[src/rtl/dynode_pulsegen.sv]
// Synthetic dynode pulse source: timed ramp, peak and exponential tail on a 12-bit stream.
// Optional LFSR noise on the output is enabled with `define DYNODE_PULSEGEN_NOISE_EN.
module dynode_pulsegen #(
    parameter int DECAY_SHIFT = 2,
    parameter int TAIL_MIN    = 16
) (
    input  logic        clk,
    input  logic        reset,
    input  logic [7:0]  timcnt,
    input  logic        start,
    input  logic [7:0]  tgt_tim,
    input  logic [3:0]  tgt_frac,
    input  logic [7:0]  amp,
    output logic [11:0] dyn_sim,
    output logic        busy,
    output logic        done,
    output logic        start_rej,
    output logic [11:0] exp_tim
);

    localparam logic [2:0] S_IDLE  = 3'd0;
    localparam logic [2:0] S_ARMED = 3'd1;
    localparam logic [2:0] S_RISE  = 3'd2;
    localparam logic [2:0] S_PEAK  = 3'd3;
    localparam logic [2:0] S_DECAY = 3'd4;
    localparam logic [2:0] S_FIN   = 3'd5;

    logic [2:0]  state_q, state_d;
    logic [1:0]  k_q, k_d;
    logic [7:0]  tim_q, tim_d;
    logic [3:0]  frac_q, frac_d;
    logic [7:0]  amp_q, amp_d;
    logic [11:0] y_q, y_d;
    logic        busy_q, busy_d;
    logic        done_q, done_d;
    logic        rej_q, rej_d;
    logic [11:0] exp_q, exp_d;

    // Ramp sample k: amp * (16*(k+1) - frac) / 4
    logic [6:0]  slot;
    logic [13:0] prod;
    logic [11:0] ramp;
    logic [11:0] peak;

    assign slot = 7'd16 + {1'b0, k_q, 4'b0000} - {3'b000, frac_q};
    assign prod = 14'(amp_q) * 14'(slot);
    assign ramp = prod[13:2];
    assign peak = {amp_q, 4'b0000};

    // Tail step is at least 1; compare in 13 bits so a small y never wraps
    logic [11:0] shr;
    logic [11:0] dec;
    logic [12:0] lim;
    logic        tail_end;
    logic [11:0] tail;

    assign shr      = y_q >> DECAY_SHIFT;
    assign dec      = (shr == 12'd0) ? 12'd1 : shr;
    assign lim      = {1'b0, dec} + 13'(TAIL_MIN);
    assign tail_end = ({1'b0, y_q} < lim);
    assign tail     = y_q - dec;

    always_comb begin
        state_d = state_q;
        k_d     = k_q;
        tim_d   = tim_q;
        frac_d  = frac_q;
        amp_d   = amp_q;
        y_d     = y_q;
        busy_d  = busy_q;
        done_d  = 1'b0;
        rej_d   = start && (state_q != S_IDLE);
        exp_d   = exp_q;
        unique case (state_q)
            S_IDLE: begin
                y_d = 12'd0;
                if (start) begin
                    tim_d   = tgt_tim;
                    frac_d  = tgt_frac;
                    amp_d   = amp;
                    exp_d   = {tgt_tim, tgt_frac};
                    k_d     = 2'd0;
                    busy_d  = 1'b1;
                    state_d = S_ARMED;
                end
            end
            S_ARMED: begin
                if (timcnt == tim_q) begin
                    y_d     = ramp;
                    k_d     = 2'd1;
                    state_d = S_RISE;
                end
            end
            S_RISE: begin
                y_d = ramp;
                k_d = k_q + 2'd1;
                if (k_q == 2'd3) begin
                    state_d = S_PEAK;
                end
            end
            S_PEAK: begin
                y_d     = peak;
                state_d = S_DECAY;
            end
            S_DECAY: begin
                if (tail_end) begin
                    y_d     = 12'd0;
                    state_d = S_FIN;
                end else begin
                    y_d = tail;
                end
            end
            S_FIN: begin
                done_d  = 1'b1;
                busy_d  = 1'b0;
                state_d = S_IDLE;
            end
            default: begin
                y_d     = 12'd0;
                busy_d  = 1'b0;
                state_d = S_IDLE;
            end
        endcase
    end

    always_ff @(posedge clk) begin
        if (reset) begin
            state_q <= S_IDLE;
            k_q     <= 2'd0;
            tim_q   <= 8'd0;
            frac_q  <= 4'd0;
            amp_q   <= 8'd0;
            y_q     <= 12'd0;
            busy_q  <= 1'b0;
            done_q  <= 1'b0;
            rej_q   <= 1'b0;
            exp_q   <= 12'd0;
        end else begin
            state_q <= state_d;
            k_q     <= k_d;
            tim_q   <= tim_d;
            frac_q  <= frac_d;
            amp_q   <= amp_d;
            y_q     <= y_d;
            busy_q  <= busy_d;
            done_q  <= done_d;
            rej_q   <= rej_d;
            exp_q   <= exp_d;
        end
    end

`ifdef DYNODE_PULSEGEN_NOISE_EN
    // Noise rides on the output only; the tail arithmetic uses the clean y
    logic [15:0] lfsr_q, lfsr_d;
    logic        fb;
    logic [13:0] noisy;
    logic [11:0] noisy_d, noisy_q;

    assign fb     = lfsr_q[0] ^ lfsr_q[2] ^ lfsr_q[3] ^ lfsr_q[5];
    assign lfsr_d = {fb, lfsr_q[15:1]};
    assign noisy  = {2'b00, y_d} + {{11{lfsr_q[2]}}, lfsr_q[2:0]};

    always_comb begin
        noisy_d = noisy[11:0];
        if (noisy[13]) begin
            noisy_d = 12'd0;
        end else if (noisy[12]) begin
            noisy_d = 12'hFFF;
        end
    end

    always_ff @(posedge clk) begin
        if (reset) begin
            lfsr_q  <= 16'hACE1;
            noisy_q <= 12'd0;
        end else begin
            lfsr_q  <= lfsr_d;
            noisy_q <= noisy_d;
        end
    end

    assign dyn_sim = noisy_q;
`else
    assign dyn_sim = y_q;
`endif

    assign busy      = busy_q;
    assign done      = done_q;
    assign start_rej = rej_q;
    assign exp_tim   = exp_q;

endmodule

[config.mk]
export PLATFORM = sky130hd
export DESIGN_NAME = dynode_pulsegen
export DESIGN_NICKNAME = d
export VERILOG_FILES = /design/src/rtl/dynode_pulsegen.sv
export SDC_FILE = /design/constraint.sdc
export NUM_CORES = 1
export LEC_CHECK = 0
export ABC_AREA = 1
export BUFFER_PORTS_ARGS = -buffer_cell sky130_fd_sc_hd__clkbuf_2
export CORE_MARGIN = 2
export CORE_UTILIZATION = 35
export DETAILED_ROUTE_END_ITERATION = 8
export SETUP_SLACK_MARGIN = 0.2
export SLEW_MARGIN = 10
export SYNTH_ARGS = -nofsm -noshare
export SYNTH_HDL_FRONTEND = slang
export SYNTH_SLANG_ARGS = --single-unit
[constraint.sdc]
create_clock -name clk -period 15.5 [get_ports clk]
set_input_delay 3.1 -clock clk [delete_from_list [all_inputs] [get_ports clk]]
set_output_delay 3.1 -clock clk [all_outputs]
set_load 0.05 [all_outputs]
# After elaboration in Yosys (flattened, before gate mapping)
# Cells that the tools add are included.
# W data, S select, Z words.
classes:
  n_lt_le_gt_ge: 1
  mux: 15
  n_reduce_logical: 11
  eq_ne: 11
  bitwise: 2
  n_mul: 1
  n_addsub: 5
op_table:
  columns: ["op", "count"]
  rows:
  - ["$pmux W12 S5", 1]
  - ["$mux W12", 2]
  - ["$pmux W3 S5", 1]
  - ["$mul A8 B7 Y14", 1]
  - ["$logic_not A12 Y1", 1]
  - ["$lt A12 B11 Y1", 1]
  - ["$mux W3", 4]
  - ["$sub A12 B10 Y12", 1]
  - ["$add A10 B5 Y11 const B", 1]
  - ["$mux W10", 1]
  - ["$eq A8 B8 Y1", 1]
  - ["$ne A2 B2 Y1 const B", 4]
  - ["$add A5 B6 Y7 const A", 1]
  - ["$sub A7 B4 Y7", 1]
  - ["$eq A3 B2 Y1 const B", 2]
  - ["$eq A3 B3 Y1 const B", 2]
  - ["$pmux W2 S3", 1]
  - ["$reduce_and A2 Y1", 3]
  - ["$reduce_bool A3 Y1", 2]
  - ["$mux W2", 2]
  - ["$reduce_and A4 Y1", 1]
  - ["$reduce_or A4 Y1", 1]
  - ["$eq A3 B1 Y1 const B", 1]
  - ["$logic_not A3 Y1", 1]
  - ["7 further kinds", 9]
totals:
  regBits: 52
  word_cells: 56
  in_bits: 31
  output_inout_bits: 27

# Logic depth before layout (Yosys ltp)
# Gate-level depths: netlist of run 1.
depth:
  word_depth: 6
  ltp_mapped: 27
  mapped_depth_nobuf: 27

# Worst setup path after synthesis of run 1
# Ideal clock, no wire load.
synth_timing:
  path_type: "reg-to-reg"
  start: "register frac_q[0]"
  end: "register y_q[8], in the netlist dyn_sim[8]"
  setup_time_ps: 121
  arrival_time_ps: 5311
  setup_slack_ps: 10068
  path_stages_with_launch: 24
  t_required_ps: 15379
  synth_period_minus_slack_ps: 5432
  n_path_buf: 0
  cell_sequence: "dfxtp_1 inv_1 ha_1 ha_1 nand3_1 xor2_1 or2_2 fa_1 fa_1 inv_1 fa_1 inv_1 fa_1 inv_1 ha_1 nand2_1 inv_1 nand2_1 nand3_1 inv_1 o21bai_1 or2_2 a21oi_1 a21oi_1"
synth_between:
  elab_chain_cells: 4
synth_lines:
  columns: ["item", "line_no", "text"]
  rows:
  - ["from (decl)", "31", "logic [3:0] frac_q, frac_d;"]
  - ["from (signal assigned)", "142", "frac_q <= frac_d;"]
  - ["$sub A7 B4 Y7 *", "45", "assign slot = 7'd16 + {1'b0, k_q, 4'b0000} - {3'b000, frac_q};"]
  - ["$mul A8 B7 Y14 *", "46", "assign prod = 14'(amp_q) * 14'(slot);"]
  - ["$mux W12", "88", "if (timcnt == tim_q) begin"]
  - ["$pmux W12 S5 *", "74", "unique case (state_q)"]
  - ["to (signal assigned)", "144", "y_q <= y_d;"]
  - ["to (decl)", "33", "logic [11:0] y_q, y_d;"]
# Mark *: on every way between the ends. The rest lies on a longest branch, timed or not. The select of a mux whose other input is x is not followed.
# A chain may end at the register's enable or synchronous reset.

# Final worst setup path of run 1
# Ends and elaborated chain as after synthesis.

==> results.rst, run 1 <==
.. list-table::
   :header-rows: 1

   * - Metric
     - Value
   * - Total power divided by cell area
     - 240.6 nW/um^2
   * - Post-Route Hold Slack
     - 0.4887 ns
   * - Antenna violations before repair
     - 0
   * - HPWL reported at the end of detailed placement
     - 9428 um
   * - Final RePlAce weighted congestion
     - roughly 0.92
   * - Leftover overflow at the end of global routing
     - 0
   * - Antenna violation net count after detailed routing
     - 0
   * - Number of clock buffers inserted by TritonCTS
     - 5
   * - Syn. warnings
     - 0
   * - Crit path buffers/inverters
     - 6
   * - Max Cap Violations
     - 0
   * - Diode insertion count for antenna repair
     - 0
   * - Worst Path Class, Setup
     - reg2reg
   * - Setup repair after global routing missed its margin
     - false
   * - Maximum number of pins on one net before global-route repair
     - 33
   * - Gate Count Post-Synth
     - 668
   * - Critical-path top delay cell
     - sky130_fd_sc_hd__fa_1
   * - Static Leakage
     - between 0.002 and 0.003 uW
   * - Skew final
     - 0.008954 ns
   * - Number of I/O port buffers
     - 57
   * - Count of final max-slew check failures
     - 0
   * - Clock-pin slew of the registers on the worst-case setup and hold paths
     - 0.07 ns
   * - Leading cell type in the layout, fill and taps excluded
     - sky130_fd_sc_hd__nand2_1
   * - Library cell appearing most often on the critical path
     - sky130_fd_sc_hd__inv_1
   * - Crit path capture type
     - flop
   * - Total wire length after detailed routing
     - 11310 um
   * - Chip height
     - 117.5 um
   * - Delay of the slowest critical-path stage
     - 0.55 ns
   * - Worst endpoint required time
     - 15.68 ns
   * - Cell variety after synth
     - 36
   * - Level count of the clock H-tree
     - 2
   * - Top_reg_cell synth
     - sky130_fd_sc_hd__dfxtp_1
   * - Syn-to-layout area delta
     - 14.12%
   * - Chain of cells forming the critical path
     - inv_1, ha_1, ha_1, nand3_1, xor2_1, or2_2, fa_1, fa_1, inv_1, fa_1, inv_1, fa_1, inv_1, ha_1, nand2_1, inv_1, nand2_1, nand3_1, inv_1, o21bai_1, or2_2, a21oi_1, a21oi_1
   * - Count of instances resized after the clock tree is built
     - 0
   * - Time the final worst path needs with I/O delays and setup
     - around 5.5 ns
   * - Category of cells accounting for the largest share of critical-path delay
     - adder cells
   * - Type of element launching the critical path
     - flop
   * - Average vias per placed instance
     - 4.665
   * - Highest clock rate
     - 182.5 MHz
   * - Cts hold-fix bufs
     - 0
   * - Most frequent cells in the layout
     - sky130_fd_sc_hd__nand2_1, sky130_fd_sc_hd__inv_1, sky130_fd_sc_hd__nor2_1
   * - Total iterations of the first detailed-routing run
     - 4
   * - Placeable core area
     - 12620 um^2
   * - Crit-path max FO
     - 8
   * - Number of synthesized register bits
     - 40
   * - Clock Sink Count
     - 40
   * - Final number of hold-violating endpoints
     - 0
   * - Utilization after layout
     - 0.4080
   * - Synth Net Count
     - about 800
   * - Clock tree from TritonCTS
     - built
   * - I/O Pins
     - 58
   * - Clock Tree Buf Depth
     - 2
   * - GRT Overall Usage
     - 0.1728
   * - Die boundary width
     - 117.5 um
   * - Starting density of the core
     - 0.3575
   * - Fin crit share
     - 0.3536
   * - Master cell of the clock root buffer
     - sky130_fd_sc_hd__clkbuf_16
   * - Asr flop ratio synth
     - 0
   * - Vias in the first global route
     - 4131
   * - Fraction of layout cells with a size suffix above 1
     - 0.1231
   * - Setup violation total in the final timing report
     - 0
   * - Post-detailed-route wirelength per cell
     - 12.63 um
   * - Number of buffers inserted by post-CTS setup repair
     - 0
   * - Residual DRC count
     - 0
   * - Relative slew slack
     - 0.5548
   * - Slew of the pin with the lowest slew margin
     - 0.6670 ns
   * - Worst supply voltage drop on vdd
     - 82.54 uV
   * - Arrival time at the worst endpoint
     - 5.66 ns
   * - Sequential element share of the synthesized area
     - 0.1775
   * - Vias post-DR
     - 4175
   * - Status
     - complete, no violations
   * - Fill cell total of the finished layout
     - 1400
   * - Global-route wire length before repair
     - 19720 um
   * - Net count, final
     - 833
   * - Path category of the worst min-delay check
     - reg2reg
   * - Iteration-0 DRC count of the detailed router
     - 200
   * - EDFF count, synth
     - 0
   * - Clock network latency to the later pin of the worst-skew pair
     - slightly below 0.3 ns
   * - Mapped Avg Cell Area
     - 6.754 um^2
   * - Number of rows created at floorplan
     - 41
   * - Area of the die
     - 13820 um^2
   * - Setup_tns
     - 0 ns
   * - Mapped Area
     - around 4500 um^2
## worst min-delay path, stage by stage, from the launching register on
cell and delay [ns]:
sky130_fd_sc_hd__dfxtp_1 0.32, sky130_fd_sc_hd__nand2_1 0.06, sky130_fd_sc_hd__a21oi_1 0.06
## power by group
part           internal, uW  switching, uW
clock                  80.7           45.2
sequential              137           48.7
combinational           326            602
## registers in the layout, summed over array words and instances, names as in the netlist
signal and flops:
amp_q 8, state_q 3, start_rej 1, frac_q 3, busy 1, k_q 2
exp_tim 1, done 1, dyn_sim 12, tim_q 8
## stage by stage
step / cell area, um^2 / power [uW] / std cells / setup slack (ns)
after global routing: 5149 / 1388 / 895 / 9.572
final: 5149 / 1239 / 895 / 10.02
after detailed placement: 4971 / 1109 / 887 / 10.08
after CTS: 5149 / 1244 / 895 / 10.06
after floorplan: 4512 / 908.2 / 668 / 10.07
after global placement: 4971 / 1113 / 887 / 10.19
## cell type report
type / count / area, um^2 / area share
clock buffers: 6 / 138.9 / 0.02697
clock inverters: 2 / 38.79 / 0.007533
flip-flops and latches: 40 / 800.8 / 0.1555
repair buffers: 57 / 285.3 / 0.05541
multi-input cells: 495 / 3203 / 0.6221
inverters: 123 / 466.7 / 0.09064
well taps: 172 / 215.2 / 0.04180
## worst paths after layout
kind	start	endpoint	slack [ns]	cells after the start
worst min-delay path	dyn_sim[0]	dyn_sim[0]	0.49	2
worst max register to register	frac_q[0]	dyn_sim[8]	10.02	23
worst min register to register	dyn_sim[0]	dyn_sim[0]	0.49	2
worst max-delay path	frac_q[0]	dyn_sim[8]	10.02	23
## kinds of logic after synthesis
group / count (synthesis) / synth area share
xor gates and xnor gates: 24 / 0.04659
AOI/OAI and AO/OA: 94 / 0.1134
and+or+nand+nor: 297 / 0.2798
buffers and inverters: 133 / 0.1126
adders and majority gates: 80 / 0.2701
DFF: 40 / 0.1775
## routing by layer
metal,global-route usage,wire (um)
met5,0,0
met4,0.03163,80
met1,0.2409,5665
met2,0.2840,5017
met3,0.02907,541
## Yosys cell counts (3+ instances only)
master | n | area [um^2]
sky130_fd_sc_hd__nand2_1 | 154 | 578.1
sky130_fd_sc_hd__inv_1 | 118 | 442.9
sky130_fd_sc_hd__nor2_1 | 75 | 281.5
sky130_fd_sc_hd__ha_1 | 51 | 638.1
sky130_fd_sc_hd__a21oi_1 | 45 | 225.2
sky130_fd_sc_hd__nand3_1 | 41 | 205.2
sky130_fd_sc_hd__dfxtp_1 | 40 | 800.8
sky130_fd_sc_hd__o21ai_0 | 34 | 170.2
sky130_fd_sc_hd__fa_1 | 29 | 580.6
sky130_fd_sc_hd__xnor2_1 | 16 | 140.1
sky130_fd_sc_hd__xor2_1 | 8 | 70.07
sky130_fd_sc_hd__clkbuf_1 | 7 | 26.28
sky130_fd_sc_hd__nand4_1 | 6 | 37.54
sky130_fd_sc_hd__or2_2 | 5 | 31.28
sky130_fd_sc_hd__inv_2 | 4 | 15.01
sky130_fd_sc_hd__nor3_1 | 4 | 20.02
sky130_fd_sc_hd__o21bai_1 | 4 | 30.03
sky130_fd_sc_hd__buf_2 | 3 | 15.01
sky130_fd_sc_hd__nor2_2 | 3 | 18.77
Power figures use the tool's default switching activity.
==> run 2, diff against run 1 <==
--- a/config.mk
+++ b/config.mk
@@ -5,7 +5,7 @@
 export SDC_FILE = /design/constraint.sdc
 export NUM_CORES = 1
 export LEC_CHECK = 0
-export ABC_AREA = 1
+export ABC_AREA = 0
 export BUFFER_PORTS_ARGS = -buffer_cell sky130_fd_sc_hd__clkbuf_2
 export CORE_MARGIN = 2
 export CORE_UTILIZATION = 35
==> constraint.sdc (replaced) <==
create_clock -name clk -period 4.9 [get_ports clk]
set_input_delay 0.98 -clock clk [delete_from_list [all_inputs] [get_ports clk]]
set_output_delay 0.98 -clock clk [all_outputs]
set_load 0.05 [all_outputs]
==> results.rst, run 2 <==
.. list-table::
   :header-rows: 1

   * - Metric
     - Value
   * - Status
     - complete, no violations
   * - Net count, final
     - 686 (-18%)
   * - Starting density of the core
     - 0.3570 (-0.0004874)
   * - Post-route cell area
     - 5117 um^2 (-0.61%)
   * - Asr flop ratio synth
     - 0 (unchanged)
   * - Diode insertion count for antenna repair
     - 0 (unchanged)
   * - Fin crit share
     - 0.9745 (+0.6209)
   * - Number of rows created at floorplan
     - 40 (-2.4%)
   * - Setup violation total in the final timing report
     - 0 (unchanged)
   * - Combinational cell fraction of total power
     - 0.453 (-0.296)
   * - Overall power after layout
     - 1414 uW (+14%)
   * - Crit-path max FO
     - 5 (-3)
   * - Path category of the worst min-delay check
     - reg2reg
   * - Mapped Area
     - 4253 um^2 (-5.7%)
   * - Leading cell type in the layout, fill and taps excluded
     - sky130_fd_sc_hd__nand2_1
   * - Number of synthesized register bits
     - 40 (unchanged)
   * - Top_reg_cell synth
     - sky130_fd_sc_hd__dfxtp_1
   * - Final number of hold-violating endpoints
     - 0 (unchanged)
   * - Clock Tree Buf Depth
     - 2 (unchanged)
   * - Most frequent cells in the layout
     - sky130_fd_sc_hd__nand2_1, sky130_fd_sc_hd__clkbuf_2, sky130_fd_sc_hd__inv_1
   * - Static Leakage
     - 0.002358 uW (-15%)
   * - Cells taking the most area after synthesis
     - sky130_fd_sc_hd__dfxtp_1, sky130_fd_sc_hd__ha_1, sky130_fd_sc_hd__fa_1
   * - Worst Path Class, Setup
     - reg2reg
   * - Syn. warnings
     - 0 (unchanged)
   * - I/O Pins
     - 58 (unchanged)
   * - Synth Net Count
     - 623 (-20%)
   * - HPWL reported at the end of detailed placement
     - 8184 um (-13%)
   * - Clock-pin slew of the registers on the worst-case setup and hold paths
     - 0.06 ns (about the same)
   * - Area of the die
     - 13050 um^2 (-5.6%)
   * - Gate Count Post-Synth
     - 512 (-23%)
   * - Portion of synthesized cell area occupied by the leading cell type
     - 0.1883 (+0.01081)
   * - Time the final worst path needs with I/O delays and setup
     - 4.775 ns (-0.7055 ns)
   * - GRT Overall Usage
     - 0.1649 (-0.007851)
   * - Top cell type by total area after synthesis
     - sky130_fd_sc_hd__dfxtp_1
   * - Most used standard cell by instance count after synthesis
     - sky130_fd_sc_hd__nand2_1
   * - Internal Pwr Total
     - 859.3 uW (+58%)
   * - Cell variety after synth
     - 56 (+56%)
   * - Syn-to-layout area delta
     - 20.33%
   * - Post-detailed-route wirelength per cell
     - 14.34 um (+14%)
   * - Number of flip-flops in the largest register
     - 12 (unchanged)
   * - Maximum number of pins on one net before global-route repair
     - 38 (+15%)
   * - Area post-placement
     - 4806 um^2 (-3.3%)
   * - Max Cap Violations
     - 0 (unchanged)
   * - Level count of the clock H-tree
     - 2 (unchanged)
   * - Antenna violation net count after detailed routing
     - 0 (unchanged)
   * - Highest clock rate
     - 209.4 MHz (+15%)
   * - Total power divided by cell area
     - 276.4 nW/um^2 (+15%)
   * - Most frequent cells after synthesis
     - sky130_fd_sc_hd__nand2_1, sky130_fd_sc_hd__ha_1, sky130_fd_sc_hd__inv_1
   * - Worst supply voltage drop on vdd
     - 189.2 uV (+130%)
   * - Mapped Avg Cell Area
     - 8.306 um^2 (+23%)
   * - Vias in the first global route
     - 3612 (-13%)
   * - Total wire length after detailed routing
     - 10370 um (-8.3%)
   * - Worst endpoint required time
     - 5.02 ns (-10.66 ns)
   * - Antenna violations before repair
     - 0 (unchanged)
   * - Clock tree from TritonCTS
     - built
   * - Crit path capture type
     - flop
   * - Count of final max-slew check failures
     - 0 (unchanged)
   * - Vias post-DR
     - 3732 (-11%)
   * - Part of the power in registers
     - 0.281 (+0.131)
   * - Placeable core area
     - 11910 um^2 (-5.6%)
   * - Number of clock buffers inserted by TritonCTS
     - 5 (unchanged)
   * - Clock Sink Count
     - 40 (unchanged)
   * - Slew of the pin with the lowest slew margin
     - 1.127 ns (+0.4596 ns)
   * - Residual DRC count
     - 0 (unchanged)
   * - Type of element launching the critical path
     - flop
   * - Master cell of the clock root buffer
     - sky130_fd_sc_hd__clkbuf_16
   * - Arrival time at the worst endpoint
     - 4.90 ns (-0.76 ns)
   * - Number of I/O port buffers
     - 57 (unchanged)
   * - Sequential element share of the synthesized area
     - 0.1883 (+0.01081)
   * - Switch share
     - 0.3924 (-0.1693)
   * - EDFF count, synth
     - 0 (unchanged)
   * - Proportion of power drawn by the clock network
     - 0.265 (+0.163)
   * - Setup repair after global routing missed its margin
     - true
   * - Average vias per placed instance
     - 5.162 (+11%)
   * - Clock network latency to the later pin of the worst-skew pair
     - 0.29 ns (about the same)
   * - Relative slew slack
     - 0.2454 (-0.3094)
   * - Skew final
     - 0.006546 ns (-0.002409 ns)
   * - Global-route wire length before repair
     - 17320 um (-12%)
   * - Chip height
     - 114.2 um (-2.8%)
   * - Net Switching
     - 555.0 uW (-20%)
   * - Total iterations of the first detailed-routing run
     - 4 (unchanged)
   * - Die boundary width
     - 114.2 um (-2.8%)
   * - Leftover overflow at the end of global routing
     - 0 (unchanged)
   * - Fraction of layout cells with a size suffix above 1
     - 0.2118 (+0.08871)
   * - Final RePlAce weighted congestion
     - 0.8831 (-4.3%)
   * - Iteration-0 DRC count of the detailed router
     - 117 (-42%)
## run 2: changes by cell type after synthesis, moves of 19 or more
| cell | before | now |
|---|---|---|
| sky130_fd_sc_hd__o21ai_0 | 34 | 9 |
| sky130_fd_sc_hd__nor2_1 | 75 | 16 |
| sky130_fd_sc_hd__inv_1 | 118 | 51 |
| sky130_fd_sc_hd__nand3_1 | 41 | 12 |
| sky130_fd_sc_hd__nand2_1 | 154 | 74 |
| sky130_fd_sc_hd__nor2b_1 | 0 | 19 |
| sky130_fd_sc_hd__and2_1 | 0 | 32 |
## run 2: cell families after synthesis
kind of cell | after synthesis | synth area share
DFF | 40 | 0.1883
AOI/OAI and AO/OA | 104 | 0.1627
buffers and inverters | 66 | 0.06384
muxes | 1 | 0.002354
xor gates and xnor gates | 37 | 0.07620
and+or+nand+nor | 184 | 0.2201
adders and majority gates | 80 | 0.2866
## run 2: layer usage
metal  up-vias  track usage  wire length [um]
li1       1859            -                 -
met3        10      0.01641               258
met4         0      0.05854               176
met2        56       0.2861              5136
met5         -            0                 0
met1      1807       0.2137              4798
## run 2: power groups by stage
stage | registers, uW | logic [uW] | clock network, uW
floorplan | 436 | 425 | 0
global placement | 403 | 592 | 0
detailed placement | 404 | 601 | 0
CTS | 397 | 633 | 380
global route | 403 | 712 | 391
finish | 398 | 641 | 375
## run 2: critical path: stages, from the launching register on
cell and delay [ns]:
sky130_fd_sc_hd__dfxtp_4 0.35, sky130_fd_sc_hd__inv_4 0.05, sky130_fd_sc_hd__ha_4 0.14, sky130_fd_sc_hd__ha_4 0.16
sky130_fd_sc_hd__nand2_2 0.07, sky130_fd_sc_hd__nor2_4 0.13, sky130_fd_sc_hd__xnor2_4 0.16, sky130_fd_sc_hd__nand2b_4 0.17
sky130_fd_sc_hd__fa_1 0.42, sky130_fd_sc_hd__fa_1 0.49, sky130_fd_sc_hd__inv_1 0.05, sky130_fd_sc_hd__fa_1 0.48
sky130_fd_sc_hd__inv_1 0.05, sky130_fd_sc_hd__fa_1 0.49, sky130_fd_sc_hd__inv_2 0.05, sky130_fd_sc_hd__ha_4 0.23
sky130_fd_sc_hd__a21oi_4 0.15, sky130_fd_sc_hd__nand2_2 0.09, sky130_fd_sc_hd__a31oi_4 0.18, sky130_fd_sc_hd__o21ai_2 0.11
sky130_fd_sc_hd__xor2_1 0.17, sky130_fd_sc_hd__a222oi_1 0.29, sky130_fd_sc_hd__a221oi_1 0.13
## run 2: timing repair
action,in CTS,in global routing
hold buffers,0,0
gates resized for setup,9,11
setup endpoints to repair,7,8
setup buffers,7,3
pin swaps,6,9
cloned,0,0
## run 2: per-stage QoR
stage / TNS (ns) / std cells / setup slack (ns) / hold WS (ns) / utilization
after CTS: 0 / 720 / 0.1253 / 0.4729 / 0.4255
after floorplan: 0 / 512 / 0.1623 / 0.4891 / -
after global routing: -0.1249 / 723 / -0.05479 / 0.5059 / 0.4296
after detailed placement: -0.02509 / 705 / -0.02509 / 0.4646 / 0.4035
final: 0 / 723 / 0.1248 / 0.4655 / 0.4296
after global placement: 0 / 705 / 0.06965 / 0.4594 / 0.4035
## run 2: final cells by class
class,count,area [um^2]
clock buffers,5,125.1
clock inverters,3,42.54
fillers,1197,6794
inverters,51,193.9
multi-input cells,406,3371
flip-flops and latches,40,810.8
well taps,147,183.9
repair buffers,71,390.4
## run 2: final timing paths
check	startpoint	end	slack (ns)	depth (start not counted)
setup / recovery	frac_q[1]	dyn_sim[7]	0.12	22
setup reg to reg	frac_q[1]	dyn_sim[7]	0.12	22
hold reg to reg	dyn_sim[0]	dyn_sim[0]	0.47	2
hold / removal	dyn_sim[0]	dyn_sim[0]	0.47	2
==> run 3, diff against run 2 <==
--- a/config.mk
+++ b/config.mk
@@ -7,9 +7,11 @@
 export LEC_CHECK = 0
 export ABC_AREA = 0
 export BUFFER_PORTS_ARGS = -buffer_cell sky130_fd_sc_hd__clkbuf_2
+export CORE_ASPECT_RATIO = 0.9
 export CORE_MARGIN = 2
 export CORE_UTILIZATION = 35
 export DETAILED_ROUTE_END_ITERATION = 8
+export RECOVER_POWER = 100
 export SETUP_SLACK_MARGIN = 0.2
 export SLEW_MARGIN = 10
 export SYNTH_ARGS = -nofsm -noshare
==> results.rst, run 3 (synthesized netlist as in run 2, its figures left out) <==
.. list-table::
   :header-rows: 1

   * - Metric
     - Value
   * - Type of element launching the critical path
     - flop
   * - Crit path capture type
     - flop
   * - Global-route wire length before repair
     - 18060 um (+4.3%)
   * - Number of rows created at floorplan
     - 38 (-5.0%)
   * - Number of clock buffers inserted by TritonCTS
     - 5 (unchanged)
   * - Arrival time at the worst endpoint
     - 4.93 ns (+0.03 ns)
   * - Skew final
     - 0.005165 ns (-0.001380 ns)
   * - Launch point of the worst reg-to-reg path
     - frac_q[1]
   * - Status
     - finished, violations left
   * - HPWL reported at the end of detailed placement
     - 8209 um (+0.31%)
   * - Diode insertion count for antenna repair
     - 0 (unchanged)
   * - Relative slew slack
     - -0.06879 (-0.3142)
   * - Total iterations of the first detailed-routing run
     - 4 (unchanged)
   * - Setup_tns
     - 0 ns (unchanged)
   * - Static Leakage
     - 0.002277 uW (-3.4%)
   * - Antenna violation net count after detailed routing
     - 0 (unchanged)
   * - Highest clock rate
     - 208.0 MHz (-0.65%)
   * - Residual DRC count
     - 0 (unchanged)
   * - Cells on worst reg2reg path
     - 22 (unchanged)
   * - Area of the die
     - 13050 um^2 (about the same)
   * - Setup repair after global routing missed its margin
     - true
   * - Crit Reg-Reg Endpoint
     - dyn_sim[7]
   * - Iteration-0 DRC count of the detailed router
     - 162 (+38%)
   * - Post-detailed-route wirelength per cell
     - 14.50 um (+1.1%)
   * - Time the final worst path needs with I/O delays and setup
     - 4.807 ns (+0.03135 ns)
   * - Clock Sink Count
     - 40 (unchanged)
   * - Post-Route Hold Slack
     - 0.4783 ns (+0.01281 ns)
   * - Delay of the slowest critical-path stage
     - 0.49 ns (about the same)
   * - Starting density of the core
     - 0.3564 (-0.0006738)
   * - Worst endpoint required time
     - 5.03 ns (about the same)
   * - Violations in the final reports
     - capacitance limit, slew limit
   * - Max Cap Violations
     - 1 (+1)
   * - Category of cells accounting for the largest share of critical-path delay
     - adder cells
   * - Fraction of layout cells with a size suffix above 1
     - 0.1615 (-0.05035)
   * - Worst hold path depth
     - 2 (unchanged)
   * - Antenna violations before repair
     - 0 (unchanged)
   * - Total wire length after detailed routing
     - 10670 um (+2.9%)
   * - Source of the worst hold timing path
     - tim_q[6]
   * - Clock tree from TritonCTS
     - built
   * - Final RePlAce weighted congestion
     - 0.8571 (-2.9%)
   * - GRT Overall Usage
     - 0.1719 (+0.006983)
   * - Clock network latency to the later pin of the worst-skew pair
     - 0.29 ns (about the same)
   * - Count of final max-slew check failures
     - 14 (+14)
   * - Crit path buffers/inverters
     - 4 (unchanged)
   * - Register-to-register setup slack
     - 0.09 ns (-0.03 ns)
   * - Net count, final
     - 686 (unchanged)
   * - Fin crit share
     - 0.9809 (+0.006398)
   * - Leading cell type in the layout, fill and taps excluded
     - sky130_fd_sc_hd__nand2_1
   * - Most frequent cells in the layout
     - sky130_fd_sc_hd__nand2_1, sky130_fd_sc_hd__inv_1, sky130_fd_sc_hd__ha_1
   * - Setup violation total in the final timing report
     - 0 (unchanged)
   * - Final Non-Filler Cells
     - 736 (+1.8%)
   * - Master cell of the clock root buffer
     - sky130_fd_sc_hd__clkbuf_16
   * - Total power divided by cell area
     - 278.5 nW/um^2 (+0.77%)
   * - Average vias per placed instance
     - 5.069 (-1.8%)
   * - Placeable core area
     - 11930 um^2 (+0.19%)
   * - Chip height
     - 108.6 um (-5.0%)
   * - Maximum number of pins on one net before global-route repair
     - 38 (unchanged)
   * - Fill cell total of the finished layout
     - 1207 (+0.84%)
   * - Library cell appearing most often on the critical path
     - sky130_fd_sc_hd__fa_1
   * - Critical-path top delay cell
     - sky130_fd_sc_hd__fa_1
   * - Slew of the pin with the lowest slew margin
     - 1.586 ns (+0.4598 ns)
   * - Syn-to-layout area delta
     - 20.77%
   * - Worst Path Class, Setup
     - reg2reg
   * - Number of I/O port buffers
     - 57 (unchanged)
   * - Vias post-DR
     - 3731 (-0.027%)
   * - Worst supply voltage drop on vdd
     - 152.3 uV (-19%)
   * - Clock-pin slew of the registers on the worst-case setup and hold paths
     - 0.06 ns (about the same)
   * - I/O Pins
     - 58 (unchanged)
   * - Level count of the clock H-tree
     - 2 (unchanged)
   * - Hold endpoint
     - tim_q[6]
   * - Final number of hold-violating endpoints
     - 0 (unchanged)
   * - Number of flip-flops in the largest register
     - 12 (unchanged)
   * - Leftover overflow at the end of global routing
     - 0 (unchanged)
   * - Clock Tree Buf Depth
     - 2 (unchanged)
   * - Die boundary width
     - 120.2 um (+5.2%)
   * - Chain of cells forming the critical path
     - inv_2, ha_4, ha_4, nand2_4, nor2_4, xnor2_4, nand2b_4, fa_1, fa_1, inv_1, fa_1, inv_1, fa_1, inv_2, ha_4, a21oi_4, nand2_2, a31oi_4, o21ai_4, xor2_1, a222oi_1, a221oi_1
   * - Path category of the worst min-delay check
     - reg2reg
   * - Overall power after layout
     - 1431 uW (+1.1%)
   * - Number of placed instances, taps included
     - 719 (+2.0%)
   * - Vias in the first global route
     - 3726 (+3.2%)
   * - Crit-path max FO
     - 5 (unchanged)
run 3: cell count changes in the layout (fill, tap and decap cells not counted), moves of 2 or more:
cell / before / now
sky130_fd_sc_hd__o21ai_0: 5 / 10
sky130_fd_sc_hd__a21oi_1: 39 / 37
sky130_fd_sc_hd__o21ai_1: 12 / 7
sky130_fd_sc_hd__clkbuf_1: 0 / 28
sky130_fd_sc_hd__a21oi_2: 2 / 4
sky130_fd_sc_hd__nor2b_1: 17 / 19
sky130_fd_sc_hd__clkbuf_2: 57 / 29
sky130_fd_sc_hd__inv_1: 46 / 48
sky130_fd_sc_hd__nor2b_2: 3 / 1
run 3: worst max path at each step:
stage / startpoint / end / slack (ns) / depth (start not counted)
after floorplan: frac_q[0] / dyn_sim[7] / 0.16 / 22
after global placement: frac_q[1] / dyn_sim[7] / 0.11 / 22
after detailed placement: frac_q[1] / dyn_sim[7] / 0.02 / 20
after CTS: frac_q[1] / dyn_sim[7] / 0.14 / 21
after global routing: frac_q[1] / dyn_sim[7] / -0.12 / 22
final: frac_q[1] / dyn_sim[7] / 0.09 / 22
run 3: worst register-to-register path, cell delays in order (launching register included):
cell and delay, ns:
sky130_fd_sc_hd__dfxtp_4 0.34, sky130_fd_sc_hd__inv_2 0.06, sky130_fd_sc_hd__ha_4 0.15, sky130_fd_sc_hd__ha_4 0.18
sky130_fd_sc_hd__nand2_4 0.06, sky130_fd_sc_hd__nor2_4 0.12, sky130_fd_sc_hd__xnor2_4 0.15, sky130_fd_sc_hd__nand2b_4 0.16
sky130_fd_sc_hd__fa_1 0.42, sky130_fd_sc_hd__fa_1 0.49, sky130_fd_sc_hd__inv_1 0.05, sky130_fd_sc_hd__fa_1 0.47
sky130_fd_sc_hd__inv_1 0.05, sky130_fd_sc_hd__fa_1 0.49, sky130_fd_sc_hd__inv_2 0.05, sky130_fd_sc_hd__ha_4 0.24
sky130_fd_sc_hd__a21oi_4 0.18, sky130_fd_sc_hd__nand2_2 0.09, sky130_fd_sc_hd__a31oi_4 0.20, sky130_fd_sc_hd__o21ai_4 0.09
sky130_fd_sc_hd__xor2_1 0.17, sky130_fd_sc_hd__a222oi_1 0.31, sky130_fd_sc_hd__a221oi_1 0.12
run 3: metal layers:
metal,part of all wire,wire [um],global-route usage
met1,0.48,5100,0.2293
met5,0,0,0
met2,0.48,5115,0.2967
met4,0.013,136,0.04790
met3,0.030,318,0.01741
run 3: per-stage QoR:
stage | setup WS [ns] | util | cell area, um^2
after global placement | 0.1107 | 0.4047 | 4830
after floorplan | 0.1623 | - | 4387
final | 0.09344 | 0.4304 | 5136
after detailed placement | 0.01580 | 0.4047 | 4830
after CTS | 0.1368 | 0.4245 | 5066
after global routing | -0.1173 | 0.4304 | 5136
run 3: what timing repair did:
item	CTS	global route
pin swaps	7	12
setup endpoints to repair	6	8
hold buffers	0	0
setup buffers	2	7
gates resized for setup	9	13
run 3: final cells by class:
cell class / instances / area [um^2] / share of cell area
well taps: 160 / 200.2 / 0.03898
clock inverters: 2 / 38.79 / 0.007552
inverters: 51 / 191.4 / 0.03727
repair buffers: 71 / 359.1 / 0.06991
multi-input cells: 406 / 3397 / 0.6614
flip-flops and latches: 40 / 810.8 / 0.1579
clock buffers: 6 / 138.9 / 0.02704
run 3: where the power goes:
group | internal (uW) | total [uW] | switching (uW) | leakage, uW
registers | 351 | 399 | 48.2 | 0.000329
clock network | 255 | 394 | 139 | 0.0000871
logic | 260 | 637 | 377 | 0.00186
